`config.mk`:
```
export PLATFORM = sky130hd
export DESIGN_NAME = mips_cpu_hilo
export DESIGN_NICKNAME = d
export VERILOG_FILES = /design/src/rtl/mips_cpu_hilo.sv
export SDC_FILE = /design/constraint.sdc
export NUM_CORES = 1
export LEC_CHECK = 0
export ABC_AREA = 1
export CELL_PAD_IN_SITES_DETAIL_PLACEMENT = 1
export CELL_PAD_IN_SITES_GLOBAL_PLACEMENT = 2
export CORE_ASPECT_RATIO = 1.4
export CORE_MARGIN = 2
export CORE_UTILIZATION = 19
export DETAILED_ROUTE_END_ITERATION = 10
export PLACE_DENSITY_LB_ADDON = 0.2
export SYNTH_ARGS = -nofsm -noshare
export SYNTH_HDL_FRONTEND = slang
export SYNTH_SLANG_ARGS = --single-unit
```
`constraint.sdc`:
```
create_clock -name clk -period 2.2 [get_ports clk]
set_input_delay 0.44 -clock clk [delete_from_list [all_inputs] [get_ports clk]]
set_output_delay 0.44 -clock clk [all_outputs]
set_load 0.005 [all_outputs]
```
`src/rtl/mips_cpu_hilo.sv`:
```
// HI/LO special-register unit behind the 32x32 multiplier: tracks in-flight products,
// applies DIV/MTHI/MTLO writes and serves MFHI/MFLO. Optional MIPS_CPU_HILO_BYPASS_EN forwards the capture-cycle product.
module mips_cpu_hilo #(
    parameter int unsigned MULT_LATENCY = 1,
    parameter int unsigned CNT_W        = 4
) (
    input  logic        clk,
    input  logic        reset,
    input  logic        mult_start,
    input  logic [63:0] mult_r,
    input  logic        div_valid,
    input  logic [31:0] div_q,
    input  logic [31:0] div_rem,
    input  logic        mthi_en,
    input  logic        mtlo_en,
    input  logic [31:0] wdata,
    input  logic        rd_hi_en,
    input  logic        rd_lo_en,
    output logic [31:0] hi,
    output logic [31:0] lo,
    output logic [31:0] rdata,
    output logic        busy,
    output logic        stall
);

    localparam logic [CNT_W-1:0] LAT = CNT_W'(MULT_LATENCY);
    localparam logic [CNT_W-1:0] ONE = CNT_W'(1);

    typedef enum logic [2:0] {
        OP_NONE,
        OP_MULT,
        OP_DIV,
        OP_MTHI,
        OP_MTLO
    } op_e;

    op_e              op;
    logic             capture;
    logic             rd_req;
    logic [31:0]      hi_src;
    logic [31:0]      lo_src;
    logic [CNT_W-1:0] cnt_q, cnt_d;
    logic [31:0]      hi_q, hi_d;
    logic [31:0]      lo_q, lo_d;

    // Single-issue sources; a violated exclusivity resolves to the highest-priority op.
    always_comb begin
        op = OP_NONE;
        if (mult_start)     op = OP_MULT;
        else if (div_valid) op = OP_DIV;
        else if (mthi_en)   op = OP_MTHI;
        else if (mtlo_en)   op = OP_MTLO;
    end

    // Any issued op, including a new multiply, cancels the product due this cycle.
    assign capture = (cnt_q == ONE) && (op == OP_NONE);

    always_comb begin
        // NOTE: every next-state signal gets a default first so no latch is inferred.
        cnt_d = cnt_q;
        hi_d  = hi_q;
        lo_d  = lo_q;
        if (cnt_q != '0) cnt_d = cnt_q - ONE;
        if (capture) {hi_d, lo_d} = mult_r;
        case (op)
            OP_MULT: cnt_d = LAT;
            OP_DIV: begin
                hi_d  = div_rem;
                lo_d  = div_q;
                cnt_d = '0;
            end
            OP_MTHI: begin
                hi_d  = wdata;
                cnt_d = '0;
            end
            OP_MTLO: begin
                lo_d  = wdata;
                cnt_d = '0;
            end
            default: ;
        endcase
    end

    // NOTE: reset is synchronous active-low, so it is tested inside the clocked block only.
    always_ff @(posedge clk) begin
        if (!reset) begin
            cnt_q <= '0;
            hi_q  <= '0;
            lo_q  <= '0;
        end else begin
            // NOTE: state registers use non-blocking assignments to avoid ordering races.
            cnt_q <= cnt_d;
            hi_q  <= hi_d;
            lo_q  <= lo_d;
        end
    end

    assign hi     = hi_q;
    assign lo     = lo_q;
    assign busy   = (cnt_q != '0);
    assign rd_req = rd_hi_en | rd_lo_en;

`ifdef MIPS_CPU_HILO_BYPASS_EN
    assign hi_src = capture ? mult_r[63:32] : hi_q;
    assign lo_src = capture ? mult_r[31:0]  : lo_q;
    assign stall  = rd_req & busy & ~capture;
`else
    assign hi_src = hi_q;
    assign lo_src = lo_q;
    assign stall  = rd_req & busy;
`endif

    assign rdata = rd_hi_en ? hi_src : (rd_lo_en ? lo_src : 32'h0);

endmodule

```
# Word-level counts from Yosys, hierarchy flattened
# Index checks and enable logic that the tools add are counted.
[op_classes]
div_mod_pow = 0
n_mux = 12
reduce_logical = 7
n_eq_ne = 5
mul = 0
add_sub_neg = 1
shifts = 0
order_cmp = 0
bitwise_logic = 2
[ops]
columns = ["operator", "n"]
rows = [
  ["32-bit 2-to-1 mux", 4],
  ["32-bit one-hot mux with 2 select lines", 2],
  ["3-bit 2-to-1 mux", 4],
  ["3-bit nonzero test", 3],
  ["4-bit one-hot mux with 2 select lines", 1],
  ["3-bit by 2-bit equality test with 1-bit output (second input constant)", 2],
  ["4-bit by 1-bit equality test with 1-bit output (second input constant)", 1],
  ["4-bit 2-to-1 mux", 1],
  ["4-bit nonzero test", 1],
  ["4-bit by 1-bit subtractor with 4-bit output (second input constant)", 1],
  ["3-bit by 1-bit equality test with 1-bit output (second input constant)", 1],
  ["3-bit equality test (second input constant)", 1],
  ["3-bit logical NOT", 1],
  ["3-bit OR reduction", 1],
  ["1-bit bitwise AND", 1],
  ["1-bit logical AND", 1],
  ["1-bit OR", 1],
]
[totals]
mem_count = 0
output_inout_bits = 98
mem_bits_rw = 0
rom_bits = 0
inputBits = 168
latchBits = 0
regBits = 68
wordCells = 30

# Depth between registers and ports, before layout
[logic_depth]
word_depth = 8
depth_mapped = 10
mapped_depth_nobuf = 9

# Least setup slack after synthesis
# Ideal clock, no wire load.
[synth_timing]
path_kind = "input to output"
start = "in rd_hi_en"
end = "out rdata[10]"
t_required_ns = 1.760
path_stages = 5
path_buffers = 2
path_slack_ns = 0.630
arrival_time_ns = 1.130
cell_sequence = "clkbuf_1 -> inv_1 -> clkbuf_1 -> nand3_1 -> nand2_1"
[synth_between]
elab_chain_len = 1
[synth_lines]
columns = ["item", "line_no", "text"]
rows = [
  ["start: declaration", "17", "input logic rd_hi_en,"],
  ["32-bit 2-to-1 mux", "113", "assign rdata = rd_hi_en ? hi_src : (rd_lo_en ? lo_src : 32'h0);"],
  ["end: declaration", "21", "output logic [31:0] rdata,"],
]
# No other way between the ends.

# Final worst setup path
[layout_timing]
start = "reg cnt_q[0]"
end = "out busy"
[layout_between]
elab_chain_len = 1
[layout_lines]
columns = ["item", "line_no", "text"]
rows = [
  ["start: declaration", "42", "logic [CNT_W-1:0] cnt_q, cnt_d;"],
  ["start signal: assignment", "92", "cnt_q <= cnt_d;"],
  ["4-bit nonzero test", "100", "assign busy = (cnt_q != '0);"],
  ["end: declaration", "22", "output logic busy,"],
]
# No other way between the ends.

==> summary.md <==
| Metric | Value |
|---|---|
| Run status | `finished clean` |
| Detail-routed via count per cell | `4.34` |
| Combined flip-flop and latch cell area | `1360 µm²` |
| Warnings from Yosys | `0` |
| Remaining global-route overflow | `0` |
| Endpoint type of the worst setup path | `primary output` |
| Worst hold slack after final layout | `0.502 ns` |
| Synth Instances | `883` |
| Clock transition at path regs | `0.06 ns` |
| Die Outline Area | `26400 µm²` |
| Cell taking the most area after synthesis | `sky130_fd_sc_hd__dfxtp_1` |
| Adder-Cell Fraction of Synth Area | `0.787%` |
| Number of top-level pins | `266` |
| Final routed DRC violation total | `0` |
| Compound-Gate Fraction of Synth Area | `0.603%` |
| Starting utilization of the core area | `19.3%` |
| Final clock period utilization by the worst path | `96.2%` |
| Count of pins over their slew limit | `0` |
| Proportion of netlist area held by the largest area contributor | `28.5%` |
| Count of H-tree levels built during CTS | `3` |
| Path type of the worst setup path | `reg2out` |
| Worst clock skew on the final layout | `0.0116 ns` |
| Vias after detailed routing | `6324` |
| Multiplexer area fraction after synthesis | `0%` |
| Routed WL per cell | `17.7 µm` |
| Total track usage | `19.7%` |
| Unique masters post-synth | `22` |
| Initial antenna violation count | `4` |
| Met2 usage | `36.2%` |
| RSZ-0062 raised after global routing | `no` |
| Fin Setup TNS | `0 ns` |
| Count of non-filler cells in the finished layout | `1457` |
| Total wire length | `25.8 mm` |
| Count of standard-cell rows | `68` |
| Combinational family with the most area after synthesis | `simple AND/OR/NAND/NOR gates` |
| Mapped cell area | `4770 µm²` |
| Max Clk Rate | `0.472 GHz` |
| Wire length of the first global-routing pass | `38.8 mm` |
| Synthesized Nets | `1054` |
| Peak-usage layer in the global routing report | `met2` |
| Most used cells in the layout excluding fill and tap cells | `sky130_fd_sc_hd__nand2_1 (298), sky130_fd_sc_hd__clkdlybuf4s50_1 (261), sky130_fd_sc_hd__nor2_1 (201), sky130_fd_sc_hd__nand3_1 (162), sky130_fd_sc_hd__inv_1 (71)` |
| Kind of launch point of the worst setup path | `register` |
| Post-Synth Simple-Gate Area | `57.7%` |
| Filler Cell Count | `3174` |
| Least-Margin Pin Slew | `0.703 ns` |
| Number of nets at the end of the flow | `1310` |
| Gpl congestion | `0.772` |
| Path type of the worst min-delay path | `reg2reg` |
| Top area cells in the synthesized netlist | `sky130_fd_sc_hd__dfxtp_1 (29%), sky130_fd_sc_hd__nand2_1 (24%), sky130_fd_sc_hd__nand3_1 (17%)` |
| Total Power | `0.00430 W` |
| Detailed-placement wirelength estimate | `19.1 mm` |
| Most common cell after layout, fill and taps aside | `sky130_fd_sc_hd__nand2_1` |
| CTS tree | `done` |
| Pre-antenna DRT Iters | `6` |
| Clock latency at the later pin of the worst-skew pair | `0.35 ns` |
| Met3 usage | `4.88%` |
| Post-synthesis register bit count | `68` |
| Fraction of layout instances using a drive strength above 1 | `6.22%` |
| Syn avg cell area | `5.40 µm²` |
| M1 GR Usage | `22.5%` |
| Buffers from clock root to sink, at most | `2` |
| Max VDD drop | `0.372 mV` |
| Count of routing violations after the opening detailed-route iteration | `225` |
| Worst Path Max Fanout | `4` |
| Via count of the first global-routing pass | `6736` |
| Multi-input logic area | `2870 µm²` |
| Data arrival time of the critical path | `1.68 ns` |
| Required time of the worst setup path | `1.76 ns` |
| Register area share after synthesis | `28.5%` |
| Slew headroom | `53.1%` |
| LEAKAGE | `3.86 nW` |
| CTS buffer count | `9` |
| Total count of hold-check failures in the final report | `0` |
| Maximum number of pins on one net before global-route repair | `45` |
| Number of sinks handled by clock tree synthesis | `68` |
| Chip width | `138 µm` |
| Xor/xnor cell area share of the yosys netlist | `0.367%` |
| Inst Count DP | `1440` |
| Buffers added on ports | `265` |
| Clock tree root buffer cell | `sky130_fd_sc_hd__clkbuf_16` |
| Count of nets left with antenna violations after detail routing | `0` |
| Power per cell area | `521 nW/µm²` |
| Placeable Area | `24700 µm²` |
| Reported max-cap violation count | `0` |
| Height of the die | `192 µm` |
| Count of final setup violators | `0` |
| Area growth, synth to finish | `73.0%` |
| Post-route minimum period | `2.12 ns` |
area by class of cell:
class	count	share of cell area (%)
repair buffers	303	37.3
clock buffers	11	3.06
diodes	1	0.0303
flip-flops and latches	68	16.5
clock inverters	2	0.152
multi-input cells	682	34.8
well taps	315	4.77
inverters	75	3.41
worst paths after layout:
check	start	to	slack, ns	cells past startpoint
setup reg to reg	cnt_q[0]$_SDFFE_PN0P_	lo[25]$_SDFFE_PN0P_	0.63	9
setup / recovery	cnt_q[0]$_SDFFE_PN0P_	busy	0.08	5
hold / removal	hi[27]$_SDFFE_PN0P_	hi[27]$_SDFFE_PN0P_	0.50	2
hold reg to reg	hi[27]$_SDFFE_PN0P_	hi[27]$_SDFFE_PN0P_	0.50	2
worst max-delay path, cell delays in order (launching register included):
cell and delay [ns]:
sky130_fd_sc_hd__dfxtp_2 0.35, sky130_fd_sc_hd__inv_1 0.08, sky130_fd_sc_hd__ha_1 0.21, sky130_fd_sc_hd__nand2_2 0.09
sky130_fd_sc_hd__buf_4 0.11, sky130_fd_sc_hd__clkdlybuf4s50_1 0.48
registers in the layout, indices dropped and copies added (netlist names):
signal  cells
cnt_q       4
lo         32
hi         32
where the power goes:
part           internal, W  leakage (nW)  switching [W]
registers          0.00135         0.564       0.000105
clock network     0.000803         0.129       0.000556
logic             0.000821          3.17       0.000667
total              0.00297          3.86        0.00133
metal layers:
layer | part of all wire (%) | wire, µm | up-vias
li1 | - | - | 3211
met1 | 40 | 10400 | 2905
met2 | 51 | 13200 | 186
met3 | 6.9 | 1790 | 18
met4 | 1.3 | 338 | 4
met5 | 0.11 | 29 | -
cell families (layout without fill, tap and decap cells):
kind of cell	count (synthesis)	count (layout)
simple gates	672	672
buf+inv	133	391
flops	68	68
compound gates	5	5
fa+ha+maj	3	3
xor+xnor	2	2
other cells	0	1
synth_stat cells, drive strengths merged:
library cell  instances
nand2               301
nor2                207
nand3               163
inv                  75
dfxtp                68
buf                  36
clkbuf               22
ha                    3
o21ai                 3
a21oi                 2
xnor2                 2
nor3                  1
metrics by stage:
stage	setup WS (ns)	area, µm²	utilization [%]
floorplan	0.630	4770	-
global placement	-0.0800	7960	32.2
detailed placement	-0.155	7960	32.2
CTS	0.00826	8240	33.4
global route	0.0197	8250	33.4
finish	0.0833	8250	33.5
timing repair:
item,4_1_cts,5_1_grt
endpoints found under the setup margin,2,1
hold buffers,0,0
resized for setup,2,2
buffers inserted,2,1
Note: power is estimated with default switching activity, not from simulation.
